### src/rtl/dmem_arbiter_if.sv
// rtl/dmem_arbiter_if.sv - requester port bundle between a data-memory master and dmem_arbiter
interface dmem_arbiter_if;
    logic        req;
    logic        we;
    logic [31:0] addr;
    logic [31:0] wdata;
    logic        gnt;
    logic        rvalid;
    logic [31:0] rdata;
    logic        err;

    modport master (output req, we, addr, wdata, input gnt, rvalid, rdata, err);
    modport slave  (input req, we, addr, wdata, output gnt, rvalid, rdata, err);
endinterface

### src/rtl/dmem_arbiter.sv
// rtl/dmem_arbiter.sv - two-port data-memory arbiter with address filtering and registered response
// Optional DMEM_ARB_ROUND_ROBIN_EN selects round-robin instead of fixed priority with starvation guard.
module dmem_arbiter #(
    parameter int DATA_MEM_DEPTH = 256,
    parameter int STARVE_LIMIT   = 4
) (
    input  logic              clk,
    input  logic              rst,
    dmem_arbiter_if.slave     m0,
    dmem_arbiter_if.slave     m1,
    output logic              mem_read_en,
    output logic              mem_write_en,
    output logic [31:0]       mem_addr,
    output logic [31:0]       mem_wdata,
    input  logic [31:0]       mem_rdata
);

    function automatic logic addr_legal(input logic [31:0] a);
        return (a[1:0] == 2'b00) && ({2'b00, a[31:2]} < 32'(DATA_MEM_DEPTH));
    endfunction

    logic        gnt0;
    logic        gnt1;

`ifdef DMEM_ARB_ROUND_ROBIN_EN
    // last_grant: 0 = m0 was granted last, 1 = m1 was granted last
    logic        last_grant;

    always_comb begin
        gnt0 = 1'b0;
        gnt1 = 1'b0;
        if (!rst) begin
            if (m0.req && m1.req) begin
                gnt0 = last_grant;
                gnt1 = !last_grant;
            end else begin
                gnt0 = m0.req;
                gnt1 = m1.req;
            end
        end
    end

    always_ff @(posedge clk) begin
        if (rst)
            last_grant <= 1'b1;
        else if (gnt0)
            last_grant <= 1'b0;
        else if (gnt1)
            last_grant <= 1'b1;
    end
`else
    logic [3:0]  starve_cnt;
    logic        m1_starved;

    assign m1_starved = (starve_cnt >= 4'(STARVE_LIMIT));

    always_comb begin
        gnt0 = 1'b0;
        gnt1 = 1'b0;
        if (!rst) begin
            if (m0.req && m1.req) begin
                gnt0 = !m1_starved;
                gnt1 = m1_starved;
            end else begin
                gnt0 = m0.req;
                gnt1 = m1.req;
            end
        end
    end

    // Never exceeds STARVE_LIMIT: reaching it forces the m1 grant that clears it
    always_ff @(posedge clk) begin
        if (rst || !m1.req || gnt1)
            starve_cnt <= 4'd0;
        else
            starve_cnt <= starve_cnt + 4'd1;
    end
`endif

    logic        any_gnt;
    logic        sel_we;
    logic [31:0] sel_addr;
    logic [31:0] sel_wdata;
    logic        sel_legal;

    assign any_gnt   = gnt0 || gnt1;
    assign sel_we    = gnt1 ? m1.we    : m0.we;
    assign sel_addr  = gnt1 ? m1.addr  : m0.addr;
    assign sel_wdata = gnt1 ? m1.wdata : m0.wdata;
    assign sel_legal = addr_legal(sel_addr);

    // Illegal accesses never reach the array: enables and bus stay at idle values
    always_comb begin
        mem_read_en  = 1'b0;
        mem_write_en = 1'b0;
        mem_addr     = 32'd0;
        mem_wdata    = 32'd0;
        if (any_gnt && sel_legal) begin
            mem_addr = sel_addr;
            if (sel_we) begin
                mem_write_en = 1'b1;
                mem_wdata    = sel_wdata;
            end else begin
                mem_read_en  = 1'b1;
            end
        end
    end

    logic        resp_valid;
    logic        resp_id;
    logic        resp_err;
    logic [31:0] resp_data;

    always_ff @(posedge clk) begin
        if (rst) begin
            resp_valid <= 1'b0;
            resp_id    <= 1'b0;
            resp_err   <= 1'b0;
            resp_data  <= 32'd0;
        end else begin
            resp_valid <= any_gnt;
            resp_id    <= gnt1;
            resp_err   <= any_gnt && !sel_legal;
            resp_data  <= (any_gnt && sel_legal && !sel_we) ? mem_rdata : 32'd0;
        end
    end

    // Masking with rst drops a response registered just before reset is raised
    logic        rv0;
    logic        rv1;

    assign rv0 = resp_valid && !resp_id && !rst;
    assign rv1 = resp_valid &&  resp_id && !rst;

    assign m0.gnt    = gnt0;
    assign m0.rvalid = rv0;
    assign m0.err    = rv0 && resp_err;
    assign m0.rdata  = rv0 ? resp_data : 32'd0;

    assign m1.gnt    = gnt1;
    assign m1.rvalid = rv1;
    assign m1.err    = rv1 && resp_err;
    assign m1.rdata  = rv1 ? resp_data : 32'd0;

endmodule
### src/flat_wrapper.sv
// flat-port wrapper written by rule: the top's interface ports become plain ports
module dmem_arbiter_flat 
#(
    parameter int DATA_MEM_DEPTH = 256,
    parameter int STARVE_LIMIT   = 4
)
  (clk, rst, mem_read_en, mem_write_en, mem_addr, mem_wdata, mem_rdata, m0_req, m0_we, m0_addr, m0_wdata, m0_gnt, m0_rvalid, m0_rdata, m0_err, m1_req, m1_we, m1_addr, m1_wdata, m1_gnt, m1_rvalid, m1_rdata, m1_err);
  dmem_arbiter_if m0_i ();
  dmem_arbiter_if m1_i ();
  input  logic clk;
  input  logic rst;
  output logic mem_read_en;
  output logic mem_write_en;
  output logic [31:0] mem_addr;
  output logic [31:0] mem_wdata;
  input  logic [31:0] mem_rdata;
  input wire logic [$bits(m0_i.req)-1:0] m0_req;
  input wire logic [$bits(m0_i.we)-1:0] m0_we;
  input wire logic [$bits(m0_i.addr)-1:0] m0_addr;
  input wire logic [$bits(m0_i.wdata)-1:0] m0_wdata;
  output wire logic [$bits(m0_i.gnt)-1:0] m0_gnt;
  output wire logic [$bits(m0_i.rvalid)-1:0] m0_rvalid;
  output wire logic [$bits(m0_i.rdata)-1:0] m0_rdata;
  output wire logic [$bits(m0_i.err)-1:0] m0_err;
  input wire logic [$bits(m1_i.req)-1:0] m1_req;
  input wire logic [$bits(m1_i.we)-1:0] m1_we;
  input wire logic [$bits(m1_i.addr)-1:0] m1_addr;
  input wire logic [$bits(m1_i.wdata)-1:0] m1_wdata;
  output wire logic [$bits(m1_i.gnt)-1:0] m1_gnt;
  output wire logic [$bits(m1_i.rvalid)-1:0] m1_rvalid;
  output wire logic [$bits(m1_i.rdata)-1:0] m1_rdata;
  output wire logic [$bits(m1_i.err)-1:0] m1_err;
  assign m0_i.req = m0_req;
  assign m0_i.we = m0_we;
  assign m0_i.addr = m0_addr;
  assign m0_i.wdata = m0_wdata;
  assign m0_gnt = m0_i.gnt;
  assign m0_rvalid = m0_i.rvalid;
  assign m0_rdata = m0_i.rdata;
  assign m0_err = m0_i.err;
  assign m1_i.req = m1_req;
  assign m1_i.we = m1_we;
  assign m1_i.addr = m1_addr;
  assign m1_i.wdata = m1_wdata;
  assign m1_gnt = m1_i.gnt;
  assign m1_rvalid = m1_i.rvalid;
  assign m1_rdata = m1_i.rdata;
  assign m1_err = m1_i.err;
  dmem_arbiter #(.DATA_MEM_DEPTH(DATA_MEM_DEPTH), .STARVE_LIMIT(STARVE_LIMIT)) u_core (.clk(clk), .rst(rst), .m0(m0_i), .m1(m1_i), .mem_read_en(mem_read_en), .mem_write_en(mem_write_en), .mem_addr(mem_addr), .mem_wdata(mem_wdata), .mem_rdata(mem_rdata));
endmodule
### config.mk
export PLATFORM = sky130hd
export DESIGN_NAME = dmem_arbiter_flat
export DESIGN_NICKNAME = d
export VERILOG_FILES = /design/src/rtl/dmem_arbiter_if.sv /design/src/rtl/dmem_arbiter.sv /design/src/flat_wrapper.sv
export SDC_FILE = /design/constraint.sdc
export NUM_CORES = 1
export LEC_CHECK = 0
export CAP_MARGIN = 5
export CORE_AREA = 2 2 117 119
export CTS_CLUSTER_SIZE = 28
export DETAILED_ROUTE_END_ITERATION = 10
export DIE_AREA = 0 0 119 121
export PLACE_DENSITY = 0.75
export SYNTH_ARGS = -nofsm -noshare
export SYNTH_HDL_FRONTEND = slang
export SYNTH_SLANG_ARGS = --single-unit
### constraint.sdc
create_clock -name clk -period 2.6 [get_ports clk]
set_input_delay 0.39 -clock clk [delete_from_list [all_inputs] [get_ports clk]]
set_output_delay 0.39 -clock clk [all_outputs]
set_load 0.01 [all_outputs]
# Yosys cells after proc, flatten, opt, wreduce, memory -nomap -nowiden

Index checks and enable logic that the tools add are counted.

Reductions and logical operators: 22
Add/subtract/negate cells: 1
Muxes and demuxes: 16
Eq/ne operators: 0
$mul: 0
Shift operators: 0
Div/mod/pow operators: 0
Bitwise gates (word level): 1
Magnitude comparators: 2

Operator list:

| cell                  | number |
|---|---|
| $mux W32              | 7 |
| $lt A30 B9 Y1 const B | 1 |
| $logic_and A1 B1 Y1   | 11 |
| $mux W1               | 9 |
| $logic_not A1 Y1      | 6 |
| $add A4 B1 Y4 const B | 1 |
| $ge A4 B3 Y1 const B  | 1 |
| $logic_or A1 B1 Y1    | 3 |
| $logic_not A2 Y1      | 1 |
| $reduce_or A2 Y1      | 1 |
| $not A1 Y1            | 1 |

Latch bits: 0
Bits in writable memories: 0
Input port bits: 166
Memory bits (read-only): 0
Word-level logic and storage cells: 47
Bits in registers: 39
Memories kept: 0
Output and inout port bits: 136

# Depth between registers and ports, before layout

Gate-level depths: netlist of run 1.

Depth in word-level cells: 10
Mapped depth: 6
Gate-level depth less buffers: 5

# Least setup slack after synthesis of run 1

No wires, ideal clock.

Path kind: input to output
From: input m0_req
To: output mem_addr[5]
Arrival: 1.751 ns
Path buffers: 1
Stages on the path: 5
Setup slack: 0.459 ns
Data required time: 2.210 ns
Path through: or3b_4 > nand2_8 > buf_8 > mux2_4 > nor3_1

Cells in the longest elaborated chain, start to end: 8
Elaborated cells on any way between the ends: 12
Those cells by class: 1 x order compare; 6 x mux; 5 x reduce/logical

Ends and longest elaborated chain:

| what                                              | RTL line           | source |
|---|---|---|
| start: declaration                                | flat_wrapper.sv:17 | `input wire logic [$bits(m0_i.req)-1:0] m0_req;` |
| $logic_and A1 B1 Y1                               | dmem_arbiter.sv:61 | `if (m0.req && m1.req) begin` |
| $mux W1                                           | dmem_arbiter.sv:61 |  |
| $mux W1                                           | dmem_arbiter.sv:60 | `if (!rst) begin` |
| $mux W32                                          | dmem_arbiter.sv:88 | `assign sel_addr = gnt1 ? m1.addr : m0.addr;` |
| $lt A30 B9 Y1 or $logic_not A2 Y1 (tied branches) | dmem_arbiter.sv:19 | `return (a[1:0] == 2'b00) && ({2'b00, a[31:2]} < 32'(DATA_MEM_DEPTH));` |
| $logic_and A1 B1 Y1                               | dmem_arbiter.sv:19 |  |
| $logic_and A1 B1 Y1                               | dmem_arbiter.sv:98 | `if (any_gnt && sel_legal) begin` |
| $mux W32 (*)                                      | dmem_arbiter.sv:98 |  |
| end: declaration                                  | flat_wrapper.sv:14 | `output logic [31:0] mem_addr;` |

Every way passes the cells marked *; elsewhere a longest branch is shown, timed or not.

# Worst setup path after layout of run 1

From: input m1_addr[26]
To: output mem_wdata[3]

Cells in the longest elaborated chain, start to end: 5

Ends and longest elaborated chain:

| what                | RTL line           | source |
|---|---|---|
| start: declaration  | flat_wrapper.sv:27 | `input wire logic [$bits(m1_i.addr)-1:0] m1_addr;` |
| $mux W32            | dmem_arbiter.sv:88 |  |
| $lt A30 B9 Y1       | dmem_arbiter.sv:19 |  |
| $logic_and A1 B1 Y1 | dmem_arbiter.sv:19 |  |
| $logic_and A1 B1 Y1 | dmem_arbiter.sv:98 |  |
| $mux W32            | dmem_arbiter.sv:98 |  |
| end: declaration    | flat_wrapper.sv:15 | `output logic [31:0] mem_wdata;` |

Every way passes these cells.

==> tab_implementation.tex, run 1 <==
\begin{tabular}{lr}
\hline
Metric & Value \\
\hline
\multicolumn{2}{l}{\textbf{Outcome}} \\
\quad Status & complete, but fails checks \\
\quad Violations in the final reports & setup timing \\
\multicolumn{2}{l}{\textbf{Worst setup path}} \\
\quad R2r startpoint & u\_core.starve\_cnt[2] \\
\quad Arrival time worst endpoint & 2210 ps \\
\quad R2r worst-path depth & 8 \\
\quad Max FO, Critical Path & 16 \\
\quad Kind of critical path & input pin to output pin \\
\quad Worst setup slack for register-to-register paths & 600 ps \\
\quad Worst Setup Start Kind & input pin \\
\quad Required time at the worst-slack endpoint & between 2000 and 2500 ps \\
\quad Type of destination of the critical path & output pin \\
\quad Terminus of the critical flop-to-flop path & u\_core.resp\_data[12] \\
\multicolumn{2}{l}{\textbf{Placement}} \\
\quad Final weighted congestion in routability-driven placement & 0.8289 \\
\quad Placed wire-length estimate & around 10,000 um \\
\quad Number of port buffers & 277 \\
\multicolumn{2}{l}{\textbf{Clocking}} \\
\quad Worst-path clk slew & 60 ps \\
\quad Root buffer cell & sky130\_fd\_sc\_hd\_\_clkbuf\_16 \\
\quad Cts bufs inserted & 5 \\
\quad CTS tree & built \\
\quad Number of hold buffers added after CTS & 0 \\
\quad Deepest clock path buffer count & 2 \\
\quad Number of H-tree levels & 2 \\
\quad CTS sink count & 39 \\
\quad Latest clock arrival within the worst-skew pair & 280 ps \\
\multicolumn{2}{l}{\textbf{Cells and area}} \\
\quad Most frequent standard cell in the layout excluding fill and tap cells & sky130\_fd\_sc\_hd\_\_clkdlybuf4s50\_1 \\
\quad Share of post-route cells with drive strength above 1 & 0.2723 \\
\quad Layout Area Growth over Synthesis & 114.7\% \\
\quad Final core utilization & 0.4998 \\
\quad Final \#Nets & 805 \\
\quad Commonest cells after routing, fill and taps aside & sky130\_fd\_sc\_hd\_\_clkdlybuf4s50\_1, sky130\_fd\_sc\_hd\_\_and2\_1, sky130\_fd\_sc\_hd\_\_and4\_1, sky130\_fd\_sc\_hd\_\_buf\_2, sky130\_fd\_sc\_hd\_\_dfxtp\_1 \\
\quad Antenna diode count & 0 \\
\multicolumn{2}{l}{\textbf{Hold path}} \\
\quad Worst hold path startpoint & u\_core.starve\_cnt[0] \\
\quad Type of the tightest min-delay check & flop to flop \\
\quad Hold path cells & 1 \\
\quad Hold worst-path end & u\_core.starve\_cnt[0] \\
\multicolumn{2}{l}{\textbf{Yosys}} \\
\quad Number of unique standard cell types used by synthesis & 45 \\
\quad Sequential cell area fraction in the yosys report & 0.2563 \\
\quad Number of flops mapped to enable cells by yosys & 0 \\
\quad Cells after synthesis & roughly 330 \\
\quad Post-synthesis sequential element count & 39 \\
\quad Post-synthesis async set-or-reset flop share & 0 \\
\quad Area of the mapped netlist & 0.003047 mm\^{}2 \\
\quad Count of synthesis-stage warnings from yosys & 0 \\
\quad Syn\_area\_per\_cell & 9.374 um\^{}2 \\
\quad Top\_reg\_cell synth & sky130\_fd\_sc\_hd\_\_dfxtp\_1 \\
\multicolumn{2}{l}{\textbf{Power and ir drop}} \\
\quad Peak supply drop & between 0.0002 and 0.0003 V \\
\quad Static leakage & 2.815 nW \\
\quad Power per unit of standard cell area & about 270 mW/mm\^{}2 \\
\multicolumn{2}{l}{\textbf{Die}} \\
\quad Core ar. & around 0.013 mm\^{}2 \\
\quad IO Pins & a little over 300 \\
\quad Die H & approximately 120 um \\
\quad Number of cell rows & 42 \\
\quad Area of the die & 0.01440 mm\^{}2 \\
\quad Initial Util & 0.2328 \\
\quad Die X & $\sim$120 um \\
\multicolumn{2}{l}{\textbf{Timing}} \\
\quad Worst setup margin & -2.520 ps \\
\quad Final Hold Violating Endpoints & 0 \\
\quad Final critical path time including I/O delays and setup & 2603 ps \\
\quad Pins Over Slew Limit & 0 \\
\quad Final period utilization & 1.001 \\
\quad Setup repair after global routing missed its margin & true \\
\quad Post-Route Hold Slack & 419.5 ps \\
\quad Setup\_tns & -2.520 ps \\
\quad Number of endpoints failing setup at the final stage & 1 \\
\quad Max Clock Skew & roughly 5.7 ps \\
\quad Maximum frequency from static timing analysis & 384.2 MHz \\
\multicolumn{2}{l}{\textbf{GRT}} \\
\quad Largest net degree at the start of global routing & 35 \\
\quad Antenna violations before repair & 0 \\
\quad Met1 usage & 0.1995 \\
\quad Grt met3 use & 0.03102 \\
\quad Number of global-route vias before repair & 3,650 \\
\quad Congestion Overflow GR & 0 \\
\quad Met2 capacity usage during global routing & 0.3071 \\
\quad GRT busiest layer & met2 \\
\quad First-pass GRT wire length & 19,100 um \\
\quad Total routing usage reported by global routing & 0.1663 \\
\multicolumn{2}{l}{\textbf{Route}} \\
\quad Starting DRC count in detailed routing & 148 \\
\quad Antenna violation net count after detailed routing & 0 \\
\quad Number of remaining DRC errors & 0 \\
\quad Number of optimization iterations in the first detailed-route pass & 4 \\
\quad Via total after detailed routing & 3,668 \\
\quad Vias per std cell & 4.501 \\
\quad Routed Wire Length & roughly 13,000 um \\
\quad Per-cell routed wire length & 16.38 um \\
\multicolumn{2}{l}{\textbf{Flow run}} \\
\quad Number of violations of the max-capacitance limit & 0 \\
\hline
\end{tabular}
cells by family (layout without fill, tap and decap cells):
kind of cell / Yosys count / count (layout) / share of synthesized area
compound gates: 11 / 11 / 0.03490
mux: 42 / 42 / 0.1524
flops: 39 / 39 / 0.2563
fa+ha+maj: 1 / 1 / 0.004106
simple gates: 175 / 176 / 0.4279
other cells: 1 / 25 / 0.001231
buf+inv: 56 / 345 / 0.1232
what timing repair did:
item | CTS | global route
setup endpoints to repair | 44 | 42
buffers inserted | 8 | 4
pin swaps | 13 | 7
gates resized for setup | 201 | 28
gates cloned | 3 | 5
routing by layer:
layer,share of wire,vias to the layer above
li1,-,1771
met1,0.41,1704
met2,0.52,183
met3,0.063,10
met4,0.012,0
met5,0,-
state kept, by name (all words and copies together), names as in the netlist:
name,count
u_core.resp_err,1
u_core.starve_cnt,4
u_core.resp_valid,1
u_core.resp_data,32
u_core.resp_id,1
synth_stat cells, types with 2 or more instances:
library cell               number  share of area
sky130_fd_sc_hd__buf_4         24          0.059
sky130_fd_sc_hd__clkbuf_2       3         0.0049
sky130_fd_sc_hd__buf_8          2         0.0099
sky130_fd_sc_hd__clkbuf_1       9          0.011
sky130_fd_sc_hd__nor2_1         3         0.0037
sky130_fd_sc_hd__buf_6          5          0.018
sky130_fd_sc_hd__nor3_2         7          0.023
sky130_fd_sc_hd__and3_1         3         0.0062
sky130_fd_sc_hd__mux2_2        31           0.11
sky130_fd_sc_hd__nor3_1         5         0.0082
sky130_fd_sc_hd__dfxtp_1       39           0.26
sky130_fd_sc_hd__and2_1        66           0.14
sky130_fd_sc_hd__inv_1          4         0.0049
sky130_fd_sc_hd__nand3_1        5         0.0082
sky130_fd_sc_hd__and4_1        64           0.18
sky130_fd_sc_hd__nor4_1         8          0.016
sky130_fd_sc_hd__buf_2          9          0.015
sky130_fd_sc_hd__mux2i_1       10          0.033
sky130_fd_sc_hd__nand2_1        2         0.0025
worst max path at each step:
stage / from / endpoint / slack, ps / cells past startpoint
after detailed placement: m1_addr[29] / mem_read_en / -540 / 8
after global placement: m1_addr[15] / mem_read_en / -520 / 8
final: m1_addr[26] / mem_wdata[3] / -3 / 9
after global routing: m1_addr[26] / mem_wdata[26] / -50 / 9
after CTS: m1_addr[31] / mem_addr[9] / 0.7 / 8
after floorplan: m0_req / mem_addr[5] / 460 / 5
stage by stage:
step / std cells / total power, mW / instance area, um^2 / worst slack, ps
4_1_cts: 806 / 1.762 / 6324 / 0.7445
5_1_grt: 815 / 1.830 / 6540 / -45.48
3_3_place_gp: 787 / 1.036 / 6131 / -518.8
6_report: 815 / 1.746 / 6540 / -2.520
3_5_place_dp: 787 / 1.046 / 6131 / -536.3
2_1_floorplan: 349 / 0.7694 / 3137 / 459.5
layout make-up:
cell class	count	area, um^2
Tap cell	176	220.2
Timing Repair Buffer	333	3224
Clock buffer	5	125.1
Inverter	4	15.01
Clock inverter	3	43.79
Sequential cell	39	780.7
Multi-Input combinational cell	255	2131
Fill cell	1226	6545
where the power goes:
part           total, mW  internal, mW  leakage, nW  switching, mW
combinational      0.449         0.303         2.42          0.146
sequential         0.605         0.602        0.315        0.00316
clock              0.691         0.452       0.0838          0.239
critical path, cell delays in order:
cell and delay (ps):
sky130_fd_sc_hd__clkdlybuf4s50_1 430, sky130_fd_sc_hd__nor4_2 270, sky130_fd_sc_hd__nand3_1 160, sky130_fd_sc_hd__buf_6 160, sky130_fd_sc_hd__mux2i_4 180, sky130_fd_sc_hd__buf_12 150
sky130_fd_sc_hd__clkbuf_16 160, sky130_fd_sc_hd__and4_1 180, sky130_fd_sc_hd__buf_2 130
No activity file was read; power rests on OpenSTA's default activity.
==> inputs of run 2 (changes only) <==
--- a/config.mk
+++ b/config.mk
@@ -11,4 +11,5 @@
 export DETAILED_ROUTE_END_ITERATION = 10
 export DIE_AREA = 0 0 119 121
+export GPL_ROUTABILITY_DRIVEN = 1
 export PLACE_DENSITY = 0.75
 export SYNTH_ARGS = -nofsm -noshare
==> constraint.sdc (replaced) <==
create_clock -name clk -period 2.6 [get_ports clk]
set_input_delay 0.52 -clock clk [delete_from_list [all_inputs] [get_ports clk]]
set_output_delay 0.52 -clock clk [all_outputs]
set_load 0.01 [all_outputs]
==> run 2 against run 1 <==
Compared with the run above:
- the flow still finishes with violations (setup timing)
- clock power shrank 0.7%
- first-iteration DRC count grew 3.4%
- count of clock-buffer cells in the layout is the same
- core utilization grew 2.5 points
- cell count grew 2.5%
- worst hold slack gained 7.7 ps
- register-to-register slack gained 40 ps
- power grew 2.4%
- sequential power is essentially flat
- sequential share of layout area shrank 0.53 points
- global-route usage grew 1.5 points
- sequential cell count is the same
- critical endpoint is now mem_wdata[24]
- largest cell class unchanged
- largest power group unchanged
- highest routed layer unchanged
==> tab_implementation.tex, run 2 (same netlist as run 1, synthesis figures left out) <==
\begin{tabular}{lr}
\hline
Metric & Value \\
\hline
\multicolumn{2}{l}{\textbf{Outcome}} \\
\quad Status & complete, but fails checks \\
\quad Violations in the final reports & setup timing \\
\multicolumn{2}{l}{\textbf{Power and ir drop}} \\
\quad Clock network fraction of total power & 0.384 (-0.012) \\
\quad Peak supply drop & 0.0002603 V (-0.56\%) \\
\quad Combinational power share & 0.278 (+0.021) \\
\quad Int Pwr & 1.384 mW (+2.0\%) \\
\quad Reg power frac & 0.338 (-0.009) \\
\quad Final Total Pwr & 1.788 mW (+2.4\%) \\
\quad NetSw & 0.4041 mW (+4.1\%) \\
\quad Power per unit of standard cell area & 260.5 mW/mm\^{}2 (-2.4\%) \\
\quad Static leakage & 2.926 nW (+3.9\%) \\
\quad Switching portion of total power & 0.2260 (+0.003572) \\
\multicolumn{2}{l}{\textbf{Placement}} \\
\quad Number of port buffers & 277 (unchanged) \\
\quad Final weighted congestion in routability-driven placement & 0.8245 (-0.53\%) \\
\quad Placed wire-length estimate & 10,140 um (-0.56\%) \\
\multicolumn{2}{l}{\textbf{Die}} \\
\quad Number of cell rows & 42 (unchanged) \\
\quad IO Pins & 302 (unchanged) \\
\quad Die H & 121 um (unchanged) \\
\quad Initial Util & 0.2328 (unchanged) \\
\quad Area of the die & 0.01440 mm\^{}2 (unchanged) \\
\quad Die X & 119 um (unchanged) \\
\quad Core ar. & 0.01309 mm\^{}2 (unchanged) \\
\multicolumn{2}{l}{\textbf{Cells and area}} \\
\quad Commonest cells after routing, fill and taps aside & sky130\_fd\_sc\_hd\_\_clkdlybuf4s50\_1, sky130\_fd\_sc\_hd\_\_and2\_1, sky130\_fd\_sc\_hd\_\_and4\_1, sky130\_fd\_sc\_hd\_\_buf\_2, sky130\_fd\_sc\_hd\_\_buf\_4 \\
\quad Final core utilization & 0.5245 (+0.02467) \\
\quad Leading registers by flop count & u\_core.resp\_data x32, u\_core.starve\_cnt x4 \\
\quad Top register by number of flip-flops & u\_core.resp\_data \\
\quad Max FFs per register & 32 (unchanged) \\
\quad Most frequent standard cell in the layout excluding fill and tap cells & sky130\_fd\_sc\_hd\_\_clkdlybuf4s50\_1 \\
\quad Fill count & 1,172 (-4.4\%) \\
\quad Layout Area Growth over Synthesis & 125.3\% \\
\quad Share of post-route cells with drive strength above 1 & 0.3445 (+0.07216) \\
\quad Multi-input logic area & 0.002262 mm\^{}2 (+6.2\%) \\
\quad Sequential standard cell area & 783.3 um\^{}2 (+0.32\%) \\
\quad Antenna diode count & 0 (unchanged) \\
\quad Final \#Nets & 825 (+2.5\%) \\
\multicolumn{2}{l}{\textbf{Route}} \\
\quad Number of optimization iterations in the first detailed-route pass & 4 (unchanged) \\
\quad Antenna violation net count after detailed routing & 0 (unchanged) \\
\quad Number of remaining DRC errors & 0 (unchanged) \\
\quad Per-cell routed wire length & 16.57 um (+1.2\%) \\
\quad Vias per std cell & 4.547 (+1.0\%) \\
\quad Routed Wire Length & 13,840 um (+3.6\%) \\
\quad Starting DRC count in detailed routing & 153 (+3.4\%) \\
\quad Via total after detailed routing & 3,797 (+3.5\%) \\
\multicolumn{2}{l}{\textbf{Clocking}} \\
\quad Root buffer cell & sky130\_fd\_sc\_hd\_\_clkbuf\_16 \\
\quad Worst-path clk slew & 60 ps (about the same) \\
\quad CTS sink count & 39 (unchanged) \\
\quad Number of hold buffers added after CTS & 0 (unchanged) \\
\quad Number of H-tree levels & 2 (unchanged) \\
\quad CTS tree & built \\
\quad Deepest clock path buffer count & 2 (unchanged) \\
\quad Latest clock arrival within the worst-skew pair & 270 ps (about the same) \\
\quad Cts bufs inserted & 5 (unchanged) \\
\multicolumn{2}{l}{\textbf{Worst setup path}} \\
\quad Worst Setup Start Kind & flop \\
\quad Required time at the worst-slack endpoint & 2080 ps (-130 ps) \\
\quad Arrival time worst endpoint & 2130 ps (-80 ps) \\
\quad Slowest cell on the critical path & sky130\_fd\_sc\_hd\_\_or3b\_4 \\
\quad Kind of critical path & flop to output pin \\
\quad Max FO, Critical Path & 9 (-7) \\
\quad Type of destination of the critical path & output pin \\
\quad Maximum cell stage delay along the critical path & 450 ps (+20 ps) \\
\quad Cell breakdown of the critical path & or3b\_4 > nand2\_8 > mux2i\_4 > buf\_4 > clkbuf\_16 > and4\_1 > buf\_2 \\
\multicolumn{2}{l}{\textbf{GRT}} \\
\quad First-pass GRT wire length & 20,730 um (+8.6\%) \\
\quad Antenna violations before repair & 0 (unchanged) \\
\quad Largest net degree at the start of global routing & 35 (unchanged) \\
\quad Number of global-route vias before repair & 3,968 (+8.7\%) \\
\quad Total routing usage reported by global routing & 0.1814 (+0.01502) \\
\quad Congestion Overflow GR & 0 (unchanged) \\
\multicolumn{2}{l}{\textbf{Hold path}} \\
\quad Type of the tightest min-delay check & flop to flop \\
\multicolumn{2}{l}{\textbf{Timing}} \\
\quad Final period utilization & 1.019 (+0.01842) \\
\quad Pins Over Slew Limit & 0 (unchanged) \\
\quad Final critical path time including I/O delays and setup & 2650 ps (+47.90 ps) \\
\quad Max Clock Skew & 3.560 ps (-2.184 ps) \\
\quad Worst setup margin & -50.42 ps (-47.90 ps) \\
\quad Maximum frequency from static timing analysis & 377.3 MHz (-1.8\%) \\
\quad Final Hold Violating Endpoints & 0 (unchanged) \\
\quad Setup repair after global routing missed its margin & true \\
\quad Number of endpoints failing setup at the final stage & 30 (+29) \\
\multicolumn{2}{l}{\textbf{Flow run}} \\
\quad Number of violations of the max-capacitance limit & 0 (unchanged) \\
\hline
\end{tabular}
run 2: cell count changes in the layout (fill, tap and decap cells not counted), sizes merged:
cell           change
clkbuf             -3
dlymetal6s2s       -8
buf               +41
clkdlybuf4s50     -24
clkdlybuf4s15      +7
dlygate4sd2        +7
run 2: final timing paths:
kind / cells past startpoint / startpoint / slack, ps / to
setup / recovery: 7 / u_core.starve_cnt[2] / -50 / mem_wdata[24]
setup reg to reg: 8 / u_core.starve_cnt[3] / 640 / u_core.resp_data[19]
hold / removal: 1 / u_core.starve_cnt[0] / 430 / u_core.starve_cnt[0]
hold reg to reg: 1 / u_core.starve_cnt[0] / 430 / u_core.starve_cnt[0]
run 2: worst max-delay path: cells and delay by family (launching register included):
family | cells | cell delay, ps
AND/OR/NAND/NOR | 3 | 800
flip-flops | 1 | 330
buffers and inverters | 3 | 440
multiplexers | 1 | 280
run 2: cell type report:
class,count,share of cell area
flip-flops and latches,39,0.1141
well taps,176,0.03209
clock inverters,3,0.006381
clock buffers,5,0.01823
multi-input cells,255,0.3296
repair buffers,353,0.4974
inverters,4,0.002188
run 2: repair_timing:
| action | 4_1_cts | 5_1_grt |
|---|---|---|
| setup endpoints to repair | 112 | 42 |
| cloned | 11 | 1 |
| resized for setup | 337 | 30 |
| pin swaps | 53 | 39 |
| setup buffers | 22 | 12 |
run 2: power by group through the flow:
stage          combinational [mW]  clock (mW)  sequential, mW
6_report                    0.497       0.686           0.604
5_1_grt                     0.530       0.729           0.605
2_1_floorplan               0.153           0           0.617
3_3_place_gp                0.420           0           0.617
3_5_place_dp                0.429           0           0.617
4_1_cts                     0.478       0.698           0.604
run 2: metal layers:
layer  vias to the layer above  global-route usage  wire length (um)
li1                       1818                   -                 -
met1                      1789              0.2124              5662
met2                       173              0.3384              7181
met3                        17             0.03055               773
met4                         0             0.05134               222
met5                         -                   0                 0
run 2: per-stage QoR:
step                      setup TNS [ps]  std cells  setup slack (ps)  area [um^2]  hold slack, ps
after floorplan                        0        349             199.5         3137           395.7
after global placement            -40990        789            -761.3         6146           404.5
after detailed placement          -41970        789            -776.7         6146           427.4
after CTS                         -457.8        830            -43.50         6813           435.5
after global routing               -2496        835            -94.31         6863           443.3
final                             -516.0        835            -50.42         6863           427.3
==> inputs of run 3 (changes only) <==
Settings changed: CORE_AREA 2 2 117 119 to 2 2 116 118, DIE_AREA 0 0 119 121 to 0 0 118 120, PLACE_DENSITY 0.75 to 0.78.
Clock period 2.6 ns to 2.35 ns, I/O delays scaled along.
==> run 3 against run 2 <==
Compared with the run above:
- first-iteration DRC count shrank 40%
- cell area shrank 1.9%
- critical path depth grew 4
- the flow still finishes with violations (setup timing)
- cell count shrank 0.24%
- critical path type is now input pin to output pin
- largest power group unchanged
- non-clock buffer count shrank 1
- clock skew grew 1.7 ps
==> tab_implementation.tex, run 3 (same netlist as run 1, synthesis figures left out) <==
\begin{tabular}{lr}
\hline
Metric & Value \\
\hline
\multicolumn{2}{l}{\textbf{Power and ir drop}} \\
\quad Int Pwr & 1.460 mW (+5.5\%) \\
\quad Static leakage & 2.925 nW (about the same) \\
\quad Peak supply drop & 0.0002612 V (+0.35\%) \\
\quad Switching portion of total power & 0.2281 (+0.002106) \\
\quad NetSw & 0.4314 mW (+6.7\%) \\
\quad Reg power frac & 0.354 (+0.016) \\
\quad Combinational power share & 0.280 (+0.002) \\
\quad Final Total Pwr & 1.891 mW (+5.8\%) \\
\quad Clock network fraction of total power & 0.367 (-0.017) \\
\quad Power per unit of standard cell area & 281.0 mW/mm\^{}2 (+7.8\%) \\
\multicolumn{2}{l}{\textbf{Timing}} \\
\quad Final critical path time including I/O delays and setup & 2629 ps \\
\quad Setup repair after global routing missed its margin & true \\
\quad Pins Over Slew Limit & 0 (unchanged) \\
\quad Final Hold Violating Endpoints & 0 (unchanged) \\
\quad Setup\_tns & -6609 ps (-6093 ps) \\
\quad Worst setup margin & -278.7 ps (-228.2 ps) \\
\quad Number of endpoints failing setup at the final stage & 42 (+40\%) \\
\quad Max Clock Skew & 5.272 ps (+1.711 ps) \\
\quad Post-Route Hold Slack & 428.1 ps (+0.8620 ps) \\
\quad Maximum frequency from static timing analysis & 380.4 MHz \\
\quad Final period utilization & 1.119 \\
\multicolumn{2}{l}{\textbf{Placement}} \\
\quad Final weighted congestion in routability-driven placement & 0.8103 (-1.7\%) \\
\quad Placed wire-length estimate & 10,650 um (+5.0\%) \\
\quad \# placed instances & 786 (-0.38\%) \\
\quad Number of port buffers & 277 (unchanged) \\
\multicolumn{2}{l}{\textbf{Route}} \\
\quad Starting DRC count in detailed routing & 92 (-40\%) \\
\quad Detail Route met2 WL & 7941 um (+11\%) \\
\quad Via total after detailed routing & 3,762 (-0.92\%) \\
\quad Number of remaining DRC errors & 0 (unchanged) \\
\quad Detailed route wirelength on metal3 & 817 um (+5.7\%) \\
\quad Topmost layer with routed signal wires & met4 \\
\quad Antenna violation net count after detailed routing & 0 (unchanged) \\
\quad Vias per std cell & 4.516 (-0.68\%) \\
\quad Number of optimization iterations in the first detailed-route pass & 4 (unchanged) \\
\quad Wire length on met1 & 5156 um (-8.9\%) \\
\quad Per-cell routed wire length & 16.91 um (+2.0\%) \\
\quad Routed Wire Length & 14,080 um (+1.8\%) \\
\multicolumn{2}{l}{\textbf{Outcome}} \\
\quad Status & complete, but fails checks \\
\quad Violations in the final reports & setup timing \\
\multicolumn{2}{l}{\textbf{Clocking}} \\
\quad Latest clock arrival within the worst-skew pair & 270 ps (about the same) \\
\quad CTS tree & built \\
\quad Number of H-tree levels & 2 (unchanged) \\
\quad Deepest clock path buffer count & 2 (unchanged) \\
\quad Root buffer cell & sky130\_fd\_sc\_hd\_\_clkbuf\_16 \\
\quad Cts bufs inserted & 5 (unchanged) \\
\quad Number of hold buffers added after CTS & 0 (unchanged) \\
\quad Worst-path clk slew & 60 ps (about the same) \\
\quad CTS sink count & 39 (unchanged) \\
\multicolumn{2}{l}{\textbf{Cells and area}} \\
\quad Fill count & 1,160 (-1.0\%) \\
\quad Final \#Nets & 823 (-0.24\%) \\
\quad Commonest cells after routing, fill and taps aside & sky130\_fd\_sc\_hd\_\_clkdlybuf4s50\_1, sky130\_fd\_sc\_hd\_\_and2\_1, sky130\_fd\_sc\_hd\_\_and4\_1, sky130\_fd\_sc\_hd\_\_buf\_2, sky130\_fd\_sc\_hd\_\_buf\_4 \\
\quad Layout Area Growth over Synthesis & 120.9\% \\
\quad Final core utilization & 0.5185 (-0.005971) \\
\quad Max FFs per register & 32 (unchanged) \\
\quad Top register by number of flip-flops & u\_core.resp\_data \\
\quad Leading registers by flop count & u\_core.resp\_data x32, u\_core.starve\_cnt x4 \\
\quad Non-filler instance count after layout & 833 (-0.24\%) \\
\quad Share of post-route cells with drive strength above 1 & 0.3409 (-0.003518) \\
\quad Most frequent standard cell in the layout excluding fill and tap cells & sky130\_fd\_sc\_hd\_\_clkdlybuf4s50\_1 \\
\quad Antenna diode count & 0 (unchanged) \\
\multicolumn{2}{l}{\textbf{Worst setup path}} \\
\quad Max FO, Critical Path & 4 (-5) \\
\quad Kind of critical path & input pin to output pin \\
\quad Arrival time worst endpoint & 2160 ps (+30 ps) \\
\quad Worst setup path startpoint & m0\_addr[12] \\
\quad Termination of the worst setup path & mem\_read\_en \\
\quad Worst setup slack for register-to-register paths & 360 ps (-280 ps) \\
\quad R2r worst-path depth & 9 (+1) \\
\quad Terminus of the critical flop-to-flop path & u\_core.resp\_data[0] \\
\quad Type of destination of the critical path & output pin \\
\quad R2r startpoint & u\_core.starve\_cnt[2] \\
\quad Worst Setup Start Kind & input pin \\
\quad Required time at the worst-slack endpoint & 1880 ps (-200 ps) \\
\multicolumn{2}{l}{\textbf{Flow run}} \\
\quad Number of violations of the max-capacitance limit & 0 (unchanged) \\
\multicolumn{2}{l}{\textbf{GRT}} \\
\quad First-pass GRT wire length & 20,910 um (+0.86\%) \\
\quad Number of global-route vias before repair & 3,935 (-0.83\%) \\
\quad Largest net degree at the start of global routing & 35 (unchanged) \\
\quad Total routing usage reported by global routing & 0.1858 (+0.004447) \\
\quad Congestion Overflow GR & 0 (unchanged) \\
\quad Antenna violations before repair & 0 (unchanged) \\
\multicolumn{2}{l}{\textbf{Die}} \\
\quad Die H & 120 um (-0.83\%) \\
\quad Area of the die & 0.01416 mm\^{}2 (-1.7\%) \\
\quad Initial Util & 0.2347 (+0.001885) \\
\quad IO Pins & 302 (unchanged) \\
\quad Number of cell rows & 42 (unchanged) \\
\quad Core ar. & 0.01298 mm\^{}2 (-0.80\%) \\
\quad Die X & 118 um (-0.84\%) \\
\multicolumn{2}{l}{\textbf{Hold path}} \\
\quad Type of the tightest min-delay check & flop to flop \\
\hline
\end{tabular}
## run 3: cell types whose count changed in the layout (fill, tap and decap cells not counted), sizes merged
cell,change
clkinv,-2
dlygate4sd2,-1
clkdlybuf4s50,-1
nand2,-1
bufinv,-1
dlymetal6s2s,+2
clkdlybuf4s15,+2
buf,+2
clkinvlp,+1
clkbuf,-3
## run 3: final cells by class
| type | instances | area, um^2 | area share |
|---|---|---|---|
| repair buffers | 352 | 3303 | 0.4908 |
| flip-flops and latches | 39 | 783.3 | 0.1164 |
| inverters | 4 | 15.01 | 0.002231 |
| clock buffers | 7 | 152.6 | 0.02268 |
| well taps | 176 | 220.2 | 0.03272 |
| clock inverters | 1 | 7.507 | 0.001115 |
| multi-input cells | 254 | 2248 | 0.3341 |
## run 3: stage by stage
stage,cell area (um^2),worst slack [ps]
2_1_floorplan,3137,49.49
3_3_place_gp,6098,-1009
3_5_place_dp,6098,-1087
4_1_cts,6641,-234.9
5_1_grt,6730,-341.8
6_report,6730,-278.7
## run 3: what timing repair did
action	4_1_cts	5_1_grt
buffers inserted	27	6
setup endpoints to repair	145	42
resized for setup	354	25
pin swaps	47	24
endpoints found under the hold margin	0	0
cloned	9	0
## run 3: power by group through the flow
stage          Combinational [mW]  Sequential (mW)  Clock [mW]
2_1_floorplan               0.169            0.682           0
3_3_place_gp                0.471            0.682           0
3_5_place_dp                0.482            0.683           0
4_1_cts                     0.512            0.668       0.715
5_1_grt                     0.559            0.668       0.742
6_report                    0.529            0.668       0.694
## run 3: worst min path at each step
stage | from | end | slack [ps] | cells past startpoint
after floorplan | u_core.starve_cnt[0] | u_core.starve_cnt[0] | 400 | 1
after global placement | u_core.starve_cnt[0] | u_core.starve_cnt[0] | 410 | 1
after detailed placement | u_core.starve_cnt[0] | u_core.starve_cnt[0] | 420 | 1
after CTS | u_core.starve_cnt[0] | u_core.starve_cnt[0] | 430 | 1
after global routing | u_core.starve_cnt[0] | u_core.starve_cnt[0] | 450 | 1
final | u_core.starve_cnt[0] | u_core.starve_cnt[0] | 430 | 1
## run 3: layer usage
layer  vias to the layer above  global-route usage
li1                       1804                   -
met1                      1772              0.1929
met2                       174              0.3819
met3                        12             0.03517
met4                         0             0.03765
met5                         -                   0
## run 3: worst max-delay path: stages
cell and delay (ps):
sky130_fd_sc_hd__buf_6 100, sky130_fd_sc_hd__nor4_4 360, sky130_fd_sc_hd__buf_4 180, sky130_fd_sc_hd__o211ai_1 120
sky130_fd_sc_hd__a21oi_2 190, sky130_fd_sc_hd__buf_6 150, sky130_fd_sc_hd__buf_6 120, sky130_fd_sc_hd__buf_6 90
sky130_fd_sc_hd__buf_6 80, sky130_fd_sc_hd__and4_4 190, sky130_fd_sc_hd__buf_6 110
